===== config.mk =====
export PLATFORM = sky130hd
export DESIGN_NAME = pixel_readout_sequencer_flat
export DESIGN_NICKNAME = d
export VERILOG_FILES = /design/src/rtl/pixel_readout_sequencer_if.sv /design/src/rtl/pixel_readout_sequencer.sv /design/src/flat_wrapper.sv
export SDC_FILE = /design/constraint.sdc
export NUM_CORES = 1
export LEC_CHECK = 0
export BUFFER_PORTS_ARGS = -buffer_cell sky130_fd_sc_hd__clkbuf_2
export CAP_MARGIN = 20
export CORE_ASPECT_RATIO = 0.5
export CORE_UTILIZATION = 42
export CTS_CLUSTER_SIZE = 20
export DETAILED_ROUTE_END_ITERATION = 6
export PLACE_DENSITY = 0.59
export SYNTH_ARGS = -nofsm -noshare
export SYNTH_HDL_FRONTEND = slang
export SYNTH_SLANG_ARGS = --single-unit

===== constraint.sdc =====
create_clock -name clk -period 16.9 [get_ports clk]
set_clock_uncertainty 0.2 [all_clocks]
set_input_delay 0 -clock clk [delete_from_list [all_inputs] [get_ports clk]]
set_output_delay 0 -clock clk [all_outputs]
set_load 0.05 [all_outputs]

===== src/rtl/pixel_readout_sequencer_if.sv =====
// ---------------------------------------------------------------------------
// pixel_readout_sequencer_if
// Pixel stream toward the frame buffer: one tagged ADC sample per beat.
//   valid  : sample available (sequencer -> sink)
//   ready  : sink accepts the sample this cycle (sink -> sequencer)
//   data   : ADC sample
//   row    : pixel row of the sample
//   col    : pixel column of the sample
//   sof    : first stored sample of the frame
//   eol    : sample sits in the last ROI column
//   eof    : sample is the last ROI pixel (last row and last column)
// Modports: master = sequencer side, slave = frame buffer side.
// ---------------------------------------------------------------------------
interface pixel_readout_sequencer_if #(
  parameter int ADC_W = 14
);
  logic             valid;
  logic             ready;
  logic [ADC_W-1:0] data;
  logic [11:0]      row;
  logic [11:0]      col;
  logic             sof;
  logic             eol;
  logic             eof;

  modport master (
    output valid, data, row, col, sof, eol, eof,
    input  ready
  );

  modport slave (
    input  valid, data, row, col, sof, eol, eof,
    output ready
  );
endinterface


===== src/rtl/pixel_readout_sequencer.sv =====
// ---------------------------------------------------------------------------
// pixel_readout_sequencer
// Receive-side partner of the timing generator. Fires one ADC conversion per
// pixel trigger, tags each returned sample with its row/col and frame markers,
// buffers the tagged samples in a small FIFO and drains them over a
// valid/ready pixel stream.
// Ports:
//   clk, rst_n            : clock, asynchronous active-low reset
//   i_frame_busy          : high for the duration of a frame
//   i_frame_complete      : 1-cycle pulse at frame end
//   i_adc_start_trigger   : 1-cycle pulse per pixel
//   i_row_addr/i_col_addr : pixel address, valid with the trigger
//   i_row_end/i_col_end   : last ROI row / column
//   o_adc_conv            : 1-cycle conversion start to the ADC
//   i_adc_valid/i_adc_data: ADC result strobe and value
//   i_err_clr             : clears the sticky error flags
//   o_ovf_err             : sticky, FIFO overflow or trigger during conversion
//   o_timeout_err         : sticky, ADC did not answer in time
//   pix                   : pixel stream (master side)
// ---------------------------------------------------------------------------
module pixel_readout_sequencer #(
  parameter int ADC_W        = 14,
  parameter int FIFO_DEPTH   = 8,
  parameter int CONV_TIMEOUT = 64
) (
  input  logic                            clk,
  input  logic                            rst_n,
  input  logic                            i_frame_busy,
  input  logic                            i_frame_complete,
  input  logic                            i_adc_start_trigger,
  input  logic [11:0]                     i_row_addr,
  input  logic [11:0]                     i_col_addr,
  input  logic [11:0]                     i_row_end,
  input  logic [11:0]                     i_col_end,
  output logic                            o_adc_conv,
  input  logic                            i_adc_valid,
  input  logic [ADC_W-1:0]                i_adc_data,
  input  logic                            i_err_clr,
  output logic                            o_ovf_err,
  output logic                            o_timeout_err,
  pixel_readout_sequencer_if.master       pix
);

  localparam int AW = $clog2(FIFO_DEPTH);
  localparam int PW = AW + 1;
  localparam int CW = $clog2(CONV_TIMEOUT + 1);

  typedef enum logic [1:0] {
    IDLE,
    ARMED,
    CONV
  } state_t;

  typedef struct packed {
    logic [ADC_W-1:0] data;
    logic [11:0]      row;
    logic [11:0]      col;
    logic             sof;
    logic             eol;
    logic             eof;
  } entry_t;

  state_t           r_state;
  state_t           w_nextState;
  logic             r_busyPrev;
  logic             r_sofPending;
  logic             r_endPending;
  logic [CW-1:0]    r_cnt;
  logic [11:0]      r_row;
  logic [11:0]      r_col;
  logic             r_adcConv;
  logic             r_ovfErr;
  logic             r_timeoutErr;
  logic [PW-1:0]    r_wrPtr;
  logic [PW-1:0]    r_rdPtr;
  entry_t           r_mem [FIFO_DEPTH];

  logic             w_arm;
  logic             w_startConv;
  logic             w_sampleIn;
  logic             w_timeout;
  logic             w_trigDrop;
  logic             w_empty;
  logic             w_full;
  logic             w_read;
  logic             w_write;
  logic             w_wrDrop;
  logic             w_ovfEvent;
  entry_t           w_entry;
  entry_t           w_head;

  // State register.
  always_ff @(posedge clk or negedge rst_n) begin
    if (!rst_n) r_state <= IDLE;
    else        r_state <= w_nextState;
  end

  // Next-state and control strobes. The end-of-frame check in ARMED takes
  // precedence over a trigger, so a frame that is over never starts a new
  // conversion. In CONV a returning sample beats the timeout in the same cycle.
  always_comb begin
    w_nextState = r_state;
    w_arm       = 1'b0;
    w_startConv = 1'b0;
    w_sampleIn  = 1'b0;
    w_timeout   = 1'b0;
    w_trigDrop  = 1'b0;
    case (r_state)
      IDLE: begin
        if (i_frame_busy && !r_busyPrev) begin
          w_nextState = ARMED;
          w_arm       = 1'b1;
        end
      end
      ARMED: begin
        if (r_endPending || !i_frame_busy) begin
          w_nextState = IDLE;
        end else if (i_adc_start_trigger) begin
          w_nextState = CONV;
          w_startConv = 1'b1;
        end
      end
      CONV: begin
        w_trigDrop = i_adc_start_trigger;
        if (i_adc_valid) begin
          w_sampleIn  = 1'b1;
          w_nextState = ARMED;
        end else if (r_cnt == CW'(CONV_TIMEOUT - 1)) begin
          w_timeout   = 1'b1;
          w_nextState = ARMED;
        end
      end
      default: w_nextState = IDLE;
    endcase
  end

  // FIFO status. Pointers carry one extra bit so full and empty differ only
  // in that MSB. A read in the same cycle frees the slot for a write on full.
  assign w_empty    = (r_wrPtr == r_rdPtr);
  assign w_full     = (r_wrPtr[AW] != r_rdPtr[AW]) &&
                      (r_wrPtr[AW-1:0] == r_rdPtr[AW-1:0]);
  assign w_read     = !w_empty && pix.ready;
  assign w_write    = w_sampleIn && (!w_full || w_read);
  assign w_wrDrop   = w_sampleIn && w_full && !w_read;
  assign w_ovfEvent = w_wrDrop || w_trigDrop;

  always_comb begin
    w_entry      = '0;
    w_entry.data = i_adc_data;
    w_entry.row  = r_row;
    w_entry.col  = r_col;
    w_entry.sof  = r_sofPending;
    w_entry.eol  = (r_col == i_col_end);
    w_entry.eof  = (r_row == i_row_end) && (r_col == i_col_end);
  end

  // Control and status registers. sof stays pending until a sample is
  // actually stored, so a timed-out or dropped first pixel hands the marker
  // to the next stored sample.
  always_ff @(posedge clk or negedge rst_n) begin
    if (!rst_n) begin
      r_busyPrev   <= 1'b0;
      r_sofPending <= 1'b1;
      r_endPending <= 1'b0;
      r_cnt        <= '0;
      r_row        <= '0;
      r_col        <= '0;
      r_adcConv    <= 1'b0;
      r_ovfErr     <= 1'b0;
      r_timeoutErr <= 1'b0;
      r_wrPtr      <= '0;
      r_rdPtr      <= '0;
    end else begin
      r_busyPrev <= i_frame_busy;
      r_adcConv  <= w_startConv;

      if (w_arm)               r_sofPending <= 1'b1;
      else if (w_write)        r_sofPending <= 1'b0;

      if (w_arm)               r_endPending <= 1'b0;
      else if (i_frame_complete && (r_state != IDLE))
                               r_endPending <= 1'b1;

      if (w_startConv) begin
        r_row <= i_row_addr;
        r_col <= i_col_addr;
        r_cnt <= '0;
      end else if (r_state == CONV) begin
        r_cnt <= r_cnt + CW'(1);
      end

      if (w_ovfEvent)          r_ovfErr <= 1'b1;
      else if (i_err_clr)      r_ovfErr <= 1'b0;

      if (w_timeout)           r_timeoutErr <= 1'b1;
      else if (i_err_clr)      r_timeoutErr <= 1'b0;

      if (w_write)             r_wrPtr <= r_wrPtr + PW'(1);
      if (w_read)              r_rdPtr <= r_rdPtr + PW'(1);
    end
  end

  // Sample storage; contents are meaningless while the pointers say empty.
  always_ff @(posedge clk) begin
    if (w_write) r_mem[r_wrPtr[AW-1:0]] <= w_entry;
  end

  assign w_head = r_mem[r_rdPtr[AW-1:0]];

  // Stream outputs are forced to zero while empty so reset shows all zeros.
  assign pix.valid = !w_empty;
  assign pix.data  = w_empty ? '0    : w_head.data;
  assign pix.row   = w_empty ? '0    : w_head.row;
  assign pix.col   = w_empty ? '0    : w_head.col;
  assign pix.sof   = w_empty ? 1'b0  : w_head.sof;
  assign pix.eol   = w_empty ? 1'b0  : w_head.eol;
  assign pix.eof   = w_empty ? 1'b0  : w_head.eof;

  assign o_adc_conv    = r_adcConv;
  assign o_ovf_err     = r_ovfErr;
  assign o_timeout_err = r_timeoutErr;

endmodule


===== src/flat_wrapper.sv =====
// flat-port wrapper written by rule: the top's interface ports become plain ports
module pixel_readout_sequencer_flat 
#(
  parameter int ADC_W        = 14,
  parameter int FIFO_DEPTH   = 8,
  parameter int CONV_TIMEOUT = 64
)
  (clk, rst_n, i_frame_busy, i_frame_complete, i_adc_start_trigger, i_row_addr, i_col_addr, i_row_end, i_col_end, o_adc_conv, i_adc_valid, i_adc_data, i_err_clr, o_ovf_err, o_timeout_err, pix_valid, pix_data, pix_row, pix_col, pix_sof, pix_eol, pix_eof, pix_ready);
  pixel_readout_sequencer_if #(.ADC_W(ADC_W)) pix_i ();
  input  logic clk;
  input  logic rst_n;
  input  logic i_frame_busy;
  input  logic i_frame_complete;
  input  logic i_adc_start_trigger;
  input  logic [11:0] i_row_addr;
  input  logic [11:0] i_col_addr;
  input  logic [11:0] i_row_end;
  input  logic [11:0] i_col_end;
  output logic o_adc_conv;
  input  logic i_adc_valid;
  input  logic [ADC_W-1:0] i_adc_data;
  input  logic i_err_clr;
  output logic o_ovf_err;
  output logic o_timeout_err;
  output wire logic [$bits(pix_i.valid)-1:0] pix_valid;
  output wire logic [$bits(pix_i.data)-1:0] pix_data;
  output wire logic [$bits(pix_i.row)-1:0] pix_row;
  output wire logic [$bits(pix_i.col)-1:0] pix_col;
  output wire logic [$bits(pix_i.sof)-1:0] pix_sof;
  output wire logic [$bits(pix_i.eol)-1:0] pix_eol;
  output wire logic [$bits(pix_i.eof)-1:0] pix_eof;
  input wire logic [$bits(pix_i.ready)-1:0] pix_ready;
  assign pix_valid = pix_i.valid;
  assign pix_data = pix_i.data;
  assign pix_row = pix_i.row;
  assign pix_col = pix_i.col;
  assign pix_sof = pix_i.sof;
  assign pix_eol = pix_i.eol;
  assign pix_eof = pix_i.eof;
  assign pix_i.ready = pix_ready;
  pixel_readout_sequencer #(.ADC_W(ADC_W), .FIFO_DEPTH(FIFO_DEPTH), .CONV_TIMEOUT(CONV_TIMEOUT)) u_core (.clk(clk), .rst_n(rst_n), .i_frame_busy(i_frame_busy), .i_frame_complete(i_frame_complete), .i_adc_start_trigger(i_adc_start_trigger), .i_row_addr(i_row_addr), .i_col_addr(i_col_addr), .i_row_end(i_row_end), .i_col_end(i_col_end), .o_adc_conv(o_adc_conv), .i_adc_valid(i_adc_valid), .i_adc_data(i_adc_data), .i_err_clr(i_err_clr), .o_ovf_err(o_ovf_err), .o_timeout_err(o_timeout_err), .pix(pix_i));
endmodule

Word level (Yosys, flattened, before mapping):

Memories as Yosys holds them, arrays and structs flattened.
Index checks and enable logic that the tools add are counted.

* multiplexer cells: 34
* add/subtract/negate cells: 3
* reduce and logical (&&, ||, !) cells: 24
* eq/ne operators: 11

Operators by type and width (count)
* == test 12 bit: 2
* two-way mux 12 bit: 2
* two-way mux 1 bit: 23
* two-way mux 14 bit: 1
* two-way mux 7 bit: 2
* nonzero test 2 bit: 6
* two-way mux 2 bit: 5
* adder 4 x 1 -> 4 bit, second input constant: 2
* logical AND 1 bit: 8
* adder 7 x 1 -> 7 bit, second input constant: 1
* == test 7 x 6 -> 1 bit, second input constant: 1
* inequality test 3 x 2 -> 1 bit, second input constant: 2
* case mux 2 bit (3 select lines): 1
* logical NOT 1 bit: 5
* == test 4 bit: 1
* == test 3 bit: 1
* logical OR 1 bit: 3
* AND reduction 3 bit: 1
* == test 2 x 1 -> 1 bit, second input constant: 1
* == test 2 bit, second input constant: 1
* logical NOT 2 bit: 1
* inequality test 2 x 1 -> 1 bit, second input constant: 1
* inequality test 1 bit: 1

* bits in writable memories: 328
* memories: 1
* output and inout port bits: 45
* bits in registers: 47
* logic and storage cells: 85

Memories
* u_core.r_mem: depth 8, bits a word 41, rd ports 1, clocked after Yosys merged registers in 0, wr ports 1, RTL line pixel_readout_sequencer.sv:76 `entry_t r_mem [FIFO_DEPTH];`

Depth between registers and ports, before layout:

* depth in word-level cells: 7
* gate-level depth with buffers: 6
* depth with buffers taken out: 5

Worst setup path before layout:

OpenSTA, ideal clock, no wires.

* path type: flip-flop to flip-flop
* from: register u_core.r_state[1]
* to: memory u_core.r_mem[0][0] (netlist name), enable pin
* slack: 11.250 ns
* stages on the path, launching flop included: 7
* arrival: 4.909 ns
* setup time: 0.542 ns
* buffers on the path: 2
* data required time: 16.158 ns
* cells stage by stage: dfrtp_1 > nor2b_1 > buf_4 > and2_1 > buf_4 > o21ai_4 > nor4_1

* word-level cells in the longest chain between the ends: 5

RTL lines
* start: declaration: RTL line pixel_readout_sequencer.sv:63 `state_t r_state;`
* start signal: assignment: RTL line pixel_readout_sequencer.sv:95 `else r_state <= w_nextState;`
* == test 2 bit: RTL line pixel_readout_sequencer.sv:108 `case (r_state)`
* two-way mux 1 bit: RTL line pixel_readout_sequencer.sv:108
* logical AND 1 bit: RTL line pixel_readout_sequencer.sv:143 `assign w_write = w_sampleIn && (!w_full || w_read);`
* two-way mux 1 bit: RTL line pixel_readout_sequencer.sv:205 `if (w_write) r_mem[r_wrPtr[AW-1:0]] <= w_entry;`
* two-way mux 1 bit (implied by the code): RTL line pixel_readout_sequencer.sv:205
* end: declaration: RTL line pixel_readout_sequencer.sv:76

No other way between the ends.

Worst setup path after layout:

* from: register u_core.r_rdPtr[0]
* to: output pix_row[2]

* word-level cells in the longest chain between the ends: 2
* elaborated cells on any way between the ends: 3
* those cells by class: eq/ne: 1; mux: 1; memory: 1

RTL lines
* start: declaration: RTL line pixel_readout_sequencer.sv:75 `logic [PW-1:0] r_rdPtr;`
* start signal: assignment: RTL line pixel_readout_sequencer.sv:199 `if (w_read) r_rdPtr <= r_rdPtr + PW'(1);`
* memory (8 x 41 bit) or == test 4 bit (tied branches)
* two-way mux 12 bit *: RTL line pixel_readout_sequencer.sv:213 `assign pix.row = w_empty ? '0 : w_head.row;`
* end: declaration: RTL line flat_wrapper.sv:27 `output wire logic [$bits(pix_i.row)-1:0] pix_row;`

Mark *: on every way between the ends. The rest lies on a longest branch, timed or not.

==> metrics.txt <==
status=completed; Flop pwr share=41.0%; #FFs+latches synth=375; post_cts resized=0; Synth-to-Final Area Change=22.0%; cell area power density=169 mW/mm^2; VDD IR max=~0.074 mV; fin crit share=22.1%; Internal=approximately 1.9 mW; Diodes inserted=0; Worst Path Max Fanout=48; DRC viols=0; synthesized cell area=around 0.015 mm^2; mux contribution to synthesized area=between 15 and 20%; min-delay src=i_row_end[7]; P_leak=6.45 nW; Post-DP Area=between 0.015 and 0.02 mm^2; post-synth top area cell=edfxtp_1; GRT overflow=0; row count=48; Vias=7720; unique cell type count in the Yosys netlist=43; Compound-Gate Fraction of Synth Area=less than 1%; Nets=1070; reg2reg setup slack=~13 ns; Port Buffers=around 110; combinational power share=~34%; Crit. Startpoint=u_core.r_rdPtr[0]; first-pass GRT wire length=47700 um; DRT Pass-1 Iters=4; GP Congestion=0.731; TritonCTS clock tree=done; WP buf/inv=2; hold path cells=4; worst-margin pin slew=1.09 ns; gr usage total=about 18%; proportion of power drawn by the clock network=between 20% and 30%; Core ar.=0.0346 mm^2; drt via density=5.15; reg2reg end=u_core.r_mem[5][0]; most instantiated cells after synthesis=edfxtp_1 (328), mux4_2 (82), nand2_1 (77), nor2_1 (52), dfrtp_1 (46); crit path kind=reg -> out; post-route cell area=0.0180 mm^2; Max clock buf depth=3; main combinational cell family by area after synthesis=multiplexers; chip height=135 um; die extent in x=267 um; post-DP HPWL=about 17000 um; Startpoint Class=register; Main synth FF type=edfxtp_1; Relative slew margins=27.2%; CP required=roughly 17 ns; switching part of the total power=a little over a third; antenna-violating nets left=0; Final min period=3.74 ns; initial drt markers=about 500; Worst setup EP type=output pin; max-slew violation count=0; slowest CP cell=dfrtp_4; post-synthesis cell count=around 770; Seq/Total Area, Yosys=74.5%; RSZ-0062 raised after global routing=no; adder-cell share of the synthesized area=0.254%; vias in the first global route=8124; wire length per cell=20.8 um; root buffer cell=clkbuf_16; Worst path top cell family by delay=buffers and inverters; Max stage delay on crit path=0.95 ns; H-tree levels=2; setup tns final=0 ns; share of cells above drive strength 1=27.5%; final-report setup violation count=0; Simple-Gate Fraction of Synth Area=4.82%; io pins=115; Total Wirelength=31200 um; crit path DAT=3.54 ns; initial antenna violation count=0; area share of the largest cell type after synthesis=around 67%; largest net degree at the start of global routing=just over 70; synthesized net count=840; Reg clk slew, reported paths=0.07 ns; Final Hold Violating Endpoints=0; Mean Syn Cell Area=19.3 um^2; Yosys warning count=0; Worst Reg2Reg Path Length in Cells=7; clk_lat worst skew=0.53 ns; Critical R2R Launch=u_core.r_col[0]; CTS Buf Count=34; Hold Path End=u_core.r_mem[7][0]; P_sw=around 1.1 mW; CTS Sinks=roughly 380; EDFF count, synth=328; count leader, synth=edfxtp_1; fmax=about 0.27 GHz; max cap viols=0; HP Class=in -> reg; post-synthesis async set-or-reset flop share=12.5%; starting density of the core=between 40% and 50%; top post-synthesis cells by area=edfxtp_1 (67%), mux4_2 (12%), dfrtp_1 (7.8%); crit-path cells=buf_4, mux4_2, mux2i_1, nor2_1, clkbuf_2; xor-xnor portion of the synthesized cell area=under 10%; die area=between 0.03 and 0.04 mm^2
cells in the final DEF, fill, tap and decap left out, drive strengths merged, types with 2 or more instances in the layout:
master and n:
a21oi 2, and3 2, buf 15, bufinv 3
clkbuf 157, clkinv 12, clkinvlp 4, dfrtp 46
dlygate4sd3 104, edfxtp 328, ha 3, inv 7
mux2 2, mux2i 42, mux4 82, nand2 77
nand2b 4, nand4 7, nor2 52, nor2b 2
nor3 5, nor3b 2, nor4 4, o211ai 3
o21ai 7, xnor2 20, xor2 19
routing by layer:
metal	wire [um]	GRT usage (%)	share of wire [%]	vias up
li1	-	-	-	3465
met1	14200	24.8	45	4097
met2	15600	30.1	50	121
met3	1030	3.06	3.3	37
met4	409	4.00	1.3	0
met5	0	0	0	-
worst max path at each step:
stage / to / slack, ns / cells past startpoint
after floorplan: u_core.r_mem[0][0] / 11.25 / 6
after global placement: u_core.r_mem[5][34] / 13.46 / 5
after detailed placement: u_core.r_mem[4][34] / 13.34 / 5
after CTS: pix_row[2] / 12.98 / 5
after global routing: pix_eof / 12.84 / 5
final: pix_row[2] / 13.16 / 5
worst reg2reg max path, stage by stage (launching register included):
cell           delay (ns)
dfrtp_1              0.52
xnor2_1              0.50
nand4_1              0.16
dlygate4sd3_1        0.59
nor3_1               0.25
dlygate4sd3_1        0.61
buf_4                0.18
and4_1               0.36
repair_timing:
action                                 4_1_cts  5_1_grt
setup endpoints to repair                    0        0
buffers inserted                             0        0
hold buffers                               104        0
endpoints found under the hold margin      214        0
sequential cells by signal, summed over array words and instances (netlist names):
signal,cells
u_core.r_endPending,1
u_core.o_ovf_err,1
u_core.r_busyPrev,1
u_core.r_state,2
u_core.r_sofPending,1
u_core.r_cnt,7
u_core.o_adc_conv,1
u_core.r_mem,328
u_core.r_row,12
u_core.r_wrPtr,4
u_core.r_col,12
u_core.o_timeout_err,1
u_core.r_rdPtr,4
power by group through the flow:
stage | Combinational (mW) | Clock, mW | Sequential, mW
global placement | 0.987 | 0 | 1.27
floorplan | 0.827 | 0 | 1.20
detailed placement | 0.987 | 0 | 1.28
finish | 1.03 | 0.775 | 1.25
CTS | 1.04 | 0.791 | 1.26
global route | 1.09 | 0.825 | 1.27
metrics by stage:
step	hold WS [ns]	utilization, %	setup slack, ns	instances	power (mW)
5_1_grt	0.0926	52.2	12.84	1498	3.19
2_1_floorplan	-0.496	-	11.25	767	2.02
6_report	0.0623	52.2	13.16	1498	3.05
3_3_place_gp	-0.0472	45.8	13.46	1330	2.26
4_1_cts	0.0426	52.1	12.98	1497	3.09
3_5_place_dp	-0.0364	45.9	13.34	1331	2.26
final cells by class:
| class | instances | area [um^2] |
|---|---|---|
| multi-input combinational | 346 | 3530 |
| clock buffer | 43 | 916 |
| sequential | 375 | 11000 |
| inverter | 7 | 26.3 |
| timing repair buffer | 233 | 1740 |
| fill | 2834 | 16500 |
| clock inverter | 19 | 208 |
| tap | 475 | 594 |
cells by family (layout without fill, tap and decap cells):
logic type      Yosys count  after routing
simple gates            163            163
fa+ha+maj                 3              3
xor+xnor                 39             39
mux                     126            126
buf+inv                  46            302
flops                   375            375
compound gates           15             15
No activity file was read; power rests on OpenSTA's default activity.
